### src/rtl/gmii_frame_tx.sv
`timescale 1ns/1ps
// gmii_frame_tx
// Purpose:
//    GMII Ethernet frame transmitter for the 125 MHz transmit clock domain.
//    Frame bytes (destination MAC through payload) arrive on a valid/ready
//    byte stream. The block wraps them with preamble and SFD, pads short
//    frames with 0x00, optionally appends the FCS, and enforces the
//    inter-frame gap. A source underrun or an oversized frame is aborted on
//    the wire with a single tx_er cycle. The rest of that frame is then
//    drained from the source.
// Configuration:
//    GMII_TX_FCS_EN  when defined, the CRC-32 logic and the FCS state are
//                    built, and a 4-byte FCS is appended to every good frame.
//                    When undefined, the source supplies its own FCS.
//                    Padding is still applied, and frame_done marks the
//                    last data or pad byte.
// Ports:
//    clk_125m     in   transmit clock; all logic uses the rising edge
//    rst          in   synchronous reset, active-high
//    s_valid      in   source byte valid
//    s_data[7:0]  in   source byte
//    s_last       in   final source byte of the frame
//    s_ready      out  byte accepted when s_valid & s_ready
//    txd[7:0]     out  GMII transmit data (registered)
//    tx_en        out  GMII transmit enable (registered)
//    tx_er        out  GMII transmit error (registered)
//    busy         out  high in any state except IDLE
//    frame_done   out  one-cycle pulse on the final byte of a good frame
//    frame_abort  out  one-cycle pulse coincident with tx_er
module gmii_frame_tx #(
   parameter int PREAMBLE_BYTES = 7,
   parameter int MIN_FRAME      = 60,
   parameter int MAX_FRAME      = 1514,
   parameter int IFG_BYTES      = 12,
   parameter int LEN_W          = 11
) (
   input  logic       clk_125m,
   input  logic       rst,
   input  logic       s_valid,
   input  logic [7:0] s_data,
   input  logic       s_last,
   output logic       s_ready,
   output logic [7:0] txd,
   output logic       tx_en,
   output logic       tx_er,
   output logic       busy,
   output logic       frame_done,
   output logic       frame_abort
);

   localparam logic [LEN_W-1:0] PRE_LAST = LEN_W'(PREAMBLE_BYTES - 1);
   localparam logic [LEN_W-1:0] MIN_LEN  = LEN_W'(MIN_FRAME);
   localparam logic [LEN_W-1:0] MAX_LEN  = LEN_W'(MAX_FRAME);
   localparam logic [LEN_W-1:0] IFG_LAST = LEN_W'(IFG_BYTES - 1);
   localparam logic [LEN_W-1:0] ONE      = LEN_W'(1);

   typedef enum logic [2:0] {IDLE, PRE, SFD, DATA, PAD, FCS, DROP, IFG} state_t;

   state_t           state_q, state_d;
   logic [LEN_W-1:0] count_q, count_d, count_inc;
   logic [7:0]       txd_q, txd_d;
   logic             tx_en_q, tx_en_d;
   logic             tx_er_q, tx_er_d;
   logic             frame_done_q, frame_done_d;
   logic             frame_abort_q, frame_abort_d;

`ifdef GMII_TX_FCS_EN
   logic [31:0] crc_q, crc_d;
   logic [1:0]  fcs_idx_q, fcs_idx_d;
   logic [31:0] fcs_word;

   // Reflected CRC-32 (0xEDB88320), one byte per clock, processed LSB first.
   function automatic logic [31:0] crc_byte(input logic [31:0] c, input logic [7:0] d);
      logic [31:0] r;
      r = c;
      for (int i = 0; i < 8; i++) begin
         r = (r >> 1) ^ (((r[0] ^ d[i]) == 1'b1) ? 32'hEDB88320 : 32'h0000_0000);
      end
      return r;
   endfunction

   assign fcs_word = ~crc_q;
`endif

   // One shared counter serves three purposes: the preamble position,
   // the frame length (DATA/PAD), and the inter-frame gap length.
   assign count_inc = count_q + ONE;

   assign s_ready     = (state_q == DATA) || (state_q == DROP);
   assign busy        = (state_q != IDLE);
   assign txd         = txd_q;
   assign tx_en       = tx_en_q;
   assign tx_er       = tx_er_q;
   assign frame_done  = frame_done_q;
   assign frame_abort = frame_abort_q;

   // The outputs are computed from the current state and registered.
   // Each symbol therefore appears on the pins one edge after the state
   // that produced it.
   always_comb begin
      state_d       = state_q;
      count_d       = count_q;
      txd_d         = 8'h00;
      tx_en_d       = 1'b0;
      tx_er_d       = 1'b0;
      frame_done_d  = 1'b0;
      frame_abort_d = 1'b0;
`ifdef GMII_TX_FCS_EN
      crc_d         = crc_q;
      fcs_idx_d     = fcs_idx_q;
`endif
      case (state_q)
         IDLE: begin
            count_d = '0;
`ifdef GMII_TX_FCS_EN
            crc_d   = 32'hFFFF_FFFF;
`endif
            if (s_valid) begin
               state_d = PRE;
            end
         end
         PRE: begin
            txd_d   = 8'h55;
            tx_en_d = 1'b1;
            if (count_q == PRE_LAST) begin
               state_d = SFD;
               count_d = '0;
            end else begin
               count_d = count_inc;
            end
         end
         SFD: begin
            txd_d   = 8'hD5;
            tx_en_d = 1'b1;
            count_d = '0;
            state_d = DATA;
         end
         DATA: begin
            // An underrun, or a byte offered past the maximum length, is
            // aborted. The byte offered in the abort cycle is consumed.
            // If that byte ends the frame, no drain is needed.
            if (!s_valid || (count_q == MAX_LEN)) begin
               tx_en_d       = 1'b1;
               tx_er_d       = 1'b1;
               frame_abort_d = 1'b1;
               if (s_valid && s_last) begin
                  state_d = IFG;
                  count_d = '0;
               end else begin
                  state_d = DROP;
               end
            end else begin
               txd_d   = s_data;
               tx_en_d = 1'b1;
               count_d = count_inc;
`ifdef GMII_TX_FCS_EN
               crc_d   = crc_byte(crc_q, s_data);
`endif
               if (s_last) begin
                  if (count_inc < MIN_LEN) begin
                     state_d = PAD;
                  end else begin
`ifdef GMII_TX_FCS_EN
                     state_d   = FCS;
                     fcs_idx_d = 2'd0;
`else
                     state_d      = IFG;
                     count_d      = '0;
                     frame_done_d = 1'b1;
`endif
                  end
               end
            end
         end
         PAD: begin
            tx_en_d = 1'b1;
            count_d = count_inc;
`ifdef GMII_TX_FCS_EN
            crc_d   = crc_byte(crc_q, 8'h00);
`endif
            if (count_inc == MIN_LEN) begin
`ifdef GMII_TX_FCS_EN
               state_d   = FCS;
               fcs_idx_d = 2'd0;
`else
               state_d      = IFG;
               count_d      = '0;
               frame_done_d = 1'b1;
`endif
            end
         end
`ifdef GMII_TX_FCS_EN
         FCS: begin
            txd_d     = 8'(fcs_word >> {fcs_idx_q, 3'b000});
            tx_en_d   = 1'b1;
            fcs_idx_d = fcs_idx_q + 2'd1;
            if (fcs_idx_q == 2'd3) begin
               frame_done_d = 1'b1;
               state_d      = IFG;
               count_d      = '0;
            end
         end
`endif
         DROP: begin
            if (s_valid && s_last) begin
               state_d = IFG;
               count_d = '0;
            end
         end
         IFG: begin
            if (count_q == IFG_LAST) begin
               state_d = IDLE;
               count_d = '0;
            end else begin
               count_d = count_inc;
            end
         end
         default: begin
            state_d = IDLE;
            count_d = '0;
         end
      endcase
   end

   // State, counter and registered GMII outputs.
   always_ff @(posedge clk_125m) begin
      if (rst) begin
         state_q       <= IDLE;
         count_q       <= '0;
         txd_q         <= 8'h00;
         tx_en_q       <= 1'b0;
         tx_er_q       <= 1'b0;
         frame_done_q  <= 1'b0;
         frame_abort_q <= 1'b0;
`ifdef GMII_TX_FCS_EN
         crc_q         <= 32'hFFFF_FFFF;
         fcs_idx_q     <= 2'd0;
`endif
      end else begin
         state_q       <= state_d;
         count_q       <= count_d;
         txd_q         <= txd_d;
         tx_en_q       <= tx_en_d;
         tx_er_q       <= tx_er_d;
         frame_done_q  <= frame_done_d;
         frame_abort_q <= frame_abort_d;
`ifdef GMII_TX_FCS_EN
         crc_q         <= crc_d;
         fcs_idx_q     <= fcs_idx_d;
`endif
      end
   end

endmodule

### config.mk
export PLATFORM = sky130hd
export DESIGN_NAME = gmii_frame_tx
export DESIGN_NICKNAME = d
export VERILOG_FILES = /design/src/rtl/gmii_frame_tx.sv
export SDC_FILE = /design/constraint.sdc
export NUM_CORES = 1
export LEC_CHECK = 0
export ABC_AREA = 1
export CAP_MARGIN = 5
export CORE_MARGIN = 4
export CORE_UTILIZATION = 43
export CTS_CLUSTER_DIAMETER = 150
export DETAILED_ROUTE_END_ITERATION = 8
export PLACE_DENSITY_LB_ADDON = 0.05
export SKIP_LAST_GASP = 1
export SYNTH_ARGS = -nofsm -noshare
export SYNTH_HDL_FRONTEND = slang
export SYNTH_SLANG_ARGS = --single-unit
export TNS_END_PERCENT = 1
### constraint.sdc
create_clock -name clk_125m -period 2.5 [get_ports clk_125m]
set_input_delay 0.25 -clock clk_125m [delete_from_list [all_inputs] [get_ports clk_125m]]
set_output_delay 0.25 -clock clk_125m [all_outputs]
set_load 0.1 [all_outputs]
==> out/qor.csv <==
stage,metric,value,unit
outcome,status,completed,
setup_path,critPathMaxStageDelay,510,ps
synth,ys.warnings.count,0,
timing,worstMarginPinSlew,418,ps
clock_network,cts_num_sinks,25,
min_path,hold_depth,3,
placement,hpwl,3960,um
flow_run,maxCapViolations,0,
placement,io_buffers,25,
setup_path,critPathKind,register to register,
setup_path,path_max_fanout,10,
cells_and_area,utilization,0.524,
clock_network,cts_buffers,3,
synth,async_flop_share,0,
routing,drt-initial-drc-count,175,
setup_path,slowest_stage,dfxtp_1,
clock_network,path_clk_slew,100,ps
synth,synth_edf_count,0,
floorplan,initial_core_util,0.451,
timing,period_needed,2170,ps
setup_path,regToRegStartpoint,count_q[0],
timing,fmax,461,MHz
routing,via_per_inst,5.08,
synth,ys_ff_latch,25,
clock_network,clk_latency,280,ps
power,ir_worst_vdd,0.378,mV
synth,syn_area_per_cell,5.99,um^2
synth,yosysTopAreaCellShare,0.274,
cells_and_area,syn_to_final_growth,16.4,%
floorplan,dieHeight,73.2,um
setup_path,cpMostUsedCell,nand2_2,
synth,yosysMostFrequentCell,nand2_1,
setup_path,arrival,2370,ps
routing,postRouteWirelength,5060,um
timing,setup_viol,0,
global_route,grt_pass1_wl,8500,um
clock_network,cts_max_level,1,
setup_path,worst_setup_path_end_kind,register,
min_path,hp-start,s_data[5],
global_route,grt_max_degree,16,
clock_network,cts_max_path_buffers,2,
clock_network,postCtsHoldBufs,0,
clock_network,cts_tree,built,
global_route,overflow,0,
floorplan,die_area,0.00536,mm^2
timing,rsz0062_at_grt,no,
clock_network,ctsResizeCount,0,
global_route,antenna_found_initial,0,
floorplan,core-area,0.00406,mm^2
synth,netlist_area,0.00183,mm^2
routing,drc,0,
timing,fin_tns_setup,0,ps
setup_path,rr_endpoint,state_q[1],
timing,maxSlewViolCount,0,
setup_path,cp-start-kind,register,
clock_network,cts-root-buf,clkbuf_8,
timing,finalClockSkew,13.4,ps
floorplan,io_pins,26,
synth,synth-main-ff-cell,dfxtp_1,
synth,yosys-top-cells-count,"80 x nand2_1, 37 x inv_1, 35 x nor2_1, 34 x nand3_1",
global_route,grt_pass1_vias,1780,
setup_path,rr_worst_depth,11,
setup_path,required,2700,ps
synth,postSynthCellCount,305,
synth,synth_top_area_cell,dfxtp_1,
placement,gp_congestion,0.934,
timing,final_hold_viol_count,0,
routing,ant_nets,0,
floorplan,dieWidth,73.2,um
clock_network,postCtsSetupBuffers,0,
power,p_per_area,741,mW/mm^2
routing,drtPass1Iterations,4,
synth,netlist_top_cells_area,"dfxtp_1 27%, nand2_1 16%, nand3_1 9.3%",
routing,wl_per_cell,13.4,um
min_path,min_path_type,input port to register,
global_route,track_usage,0.202,
setup_path,rrSetupSlack,330,ps
floorplan,rows,23,
synth,ys_types,27,
power,leakage,0.925,nW
cells_and_area,num-nets-final,342,
timing,relSlewSlack,0.719,
min_path,worstHoldEndpoint,txd[5],
synth,syn-num-nets,319,
timing,finalCritPeriodShare,0.869,
cells_and_area,antennaDiodeCount,0,
routing,vias,1917,
cells_and_area,drive_gt1_frac,0.147,
synth,ys_seq_area_frac,0.274,
setup_path,cp_cell_sequence,ha_1 -> nand2_2 -> o21ai_1 -> nand3_1 -> nor2_1 -> nand3_2 -> nand2_2 -> nand2_4 -> nor2_4 -> nand2_1 -> a21oi_1,
-- per-layer routing --
| metal | global-route usage | vias to the layer above | routed length, um | share of wire |
|---|---|---|---|---|
| met4 | 0.0492 | 0 | 59 | 0.012 |
| li1 | - | 1013 | - | - |
| met5 | 0 | - | 0 | 0 |
| met3 | 0.0303 | 6 | 208 | 0.041 |
| met1 | 0.286 | 859 | 2420 | 0.48 |
| met2 | 0.318 | 39 | 2370 | 0.47 |
-- cells in the final DEF (no fill, tap or decap), drive strengths merged --
cell | synthesis | final
a21oi | 25 | 25
buf | 8 | 19
clkbuf | 4 | 3
clkdlybuf4s50 | 0 | 11
clkinv | 0 | 1
dfxtp | 25 | 25
ha | 2 | 2
inv | 39 | 39
nand2 | 91 | 91
nand3 | 38 | 38
nand4 | 4 | 4
nor2 | 43 | 43
nor3 | 6 | 6
nor4 | 1 | 1
o211ai | 1 | 1
o21ai | 15 | 15
o22ai | 1 | 1
xnor2 | 1 | 1
xor2 | 1 | 1
-- registers in the layout (all words and copies together), names as in the netlist --
signal       flops
tx_en            1
frame_done       1
count_q         11
txd              8
state_q          3
frame_abort      1
-- final cells by class --
| cell class | instances | area [um^2] |
|---|---|---|
| clock inverters | 1 | 5.00 |
| flip-flops and latches | 25 | 500 |
| fillers | 440 | 1930 |
| clock buffers | 3 | 41.3 |
| inverters | 39 | 146 |
| well taps | 50 | 62.6 |
| multi-input cells | 229 | 1110 |
| repair buffers | 30 | 265 |
-- cell families after synthesis --
kind of cell	Yosys count	share of synthesized area
flops	25	0.274
xor+xnor	2	0.00958
fa+ha+maj	2	0.0137
compound gates	42	0.117
simple gates	183	0.465
buf+inv	51	0.121
-- stage by stage --
stage / instances / instance area (um^2) / hold slack (ps) / total power, mW / setup WS (ps)
after floorplan: 305 / 1830 / 362 / 1.15 / 645
after global placement: 373 / 2080 / 510 / 1.34 / 370
after detailed placement: 373 / 2080 / 507 / 1.34 / 382
after CTS: 377 / 2130 / 487 / 1.59 / 347
after global routing: 377 / 2130 / 501 / 1.67 / 109
final: 377 / 2130 / 490 / 1.58 / 329
-- worst max path at each step --
stage | from | end | slack (ps) | cells past startpoint
after CTS | count_q[0] | state_q[1] | 350 | 11
after global placement | count_q[0] | count_q[9] | 370 | 12
after global routing | count_q[0] | state_q[1] | 110 | 11
after detailed placement | count_q[0] | state_q[1] | 380 | 11
final | count_q[0] | state_q[1] | 330 | 11
after floorplan | count_q[0] | count_q[0] | 640 | 12
-- power breakdown --
part	internal (mW)	total (mW)	switching, mW	leakage (nW)
clock network	0.112	0.247	0.135	0.0255
logic	0.197	0.820	0.622	0.696
registers	0.458	0.509	0.0513	0.203
total	0.767	1.58	0.809	0.925
-- critical path: cells and delay by family (launching register included) --
family                   cells  cell delay [ps]
AO/OA/AOI/OAI                2              300
adder cells (fa/ha/maj)      1              320
flip-flops                   1              510
AND/OR/NAND/NOR              8              990
(Power assumes the default switching activity.)
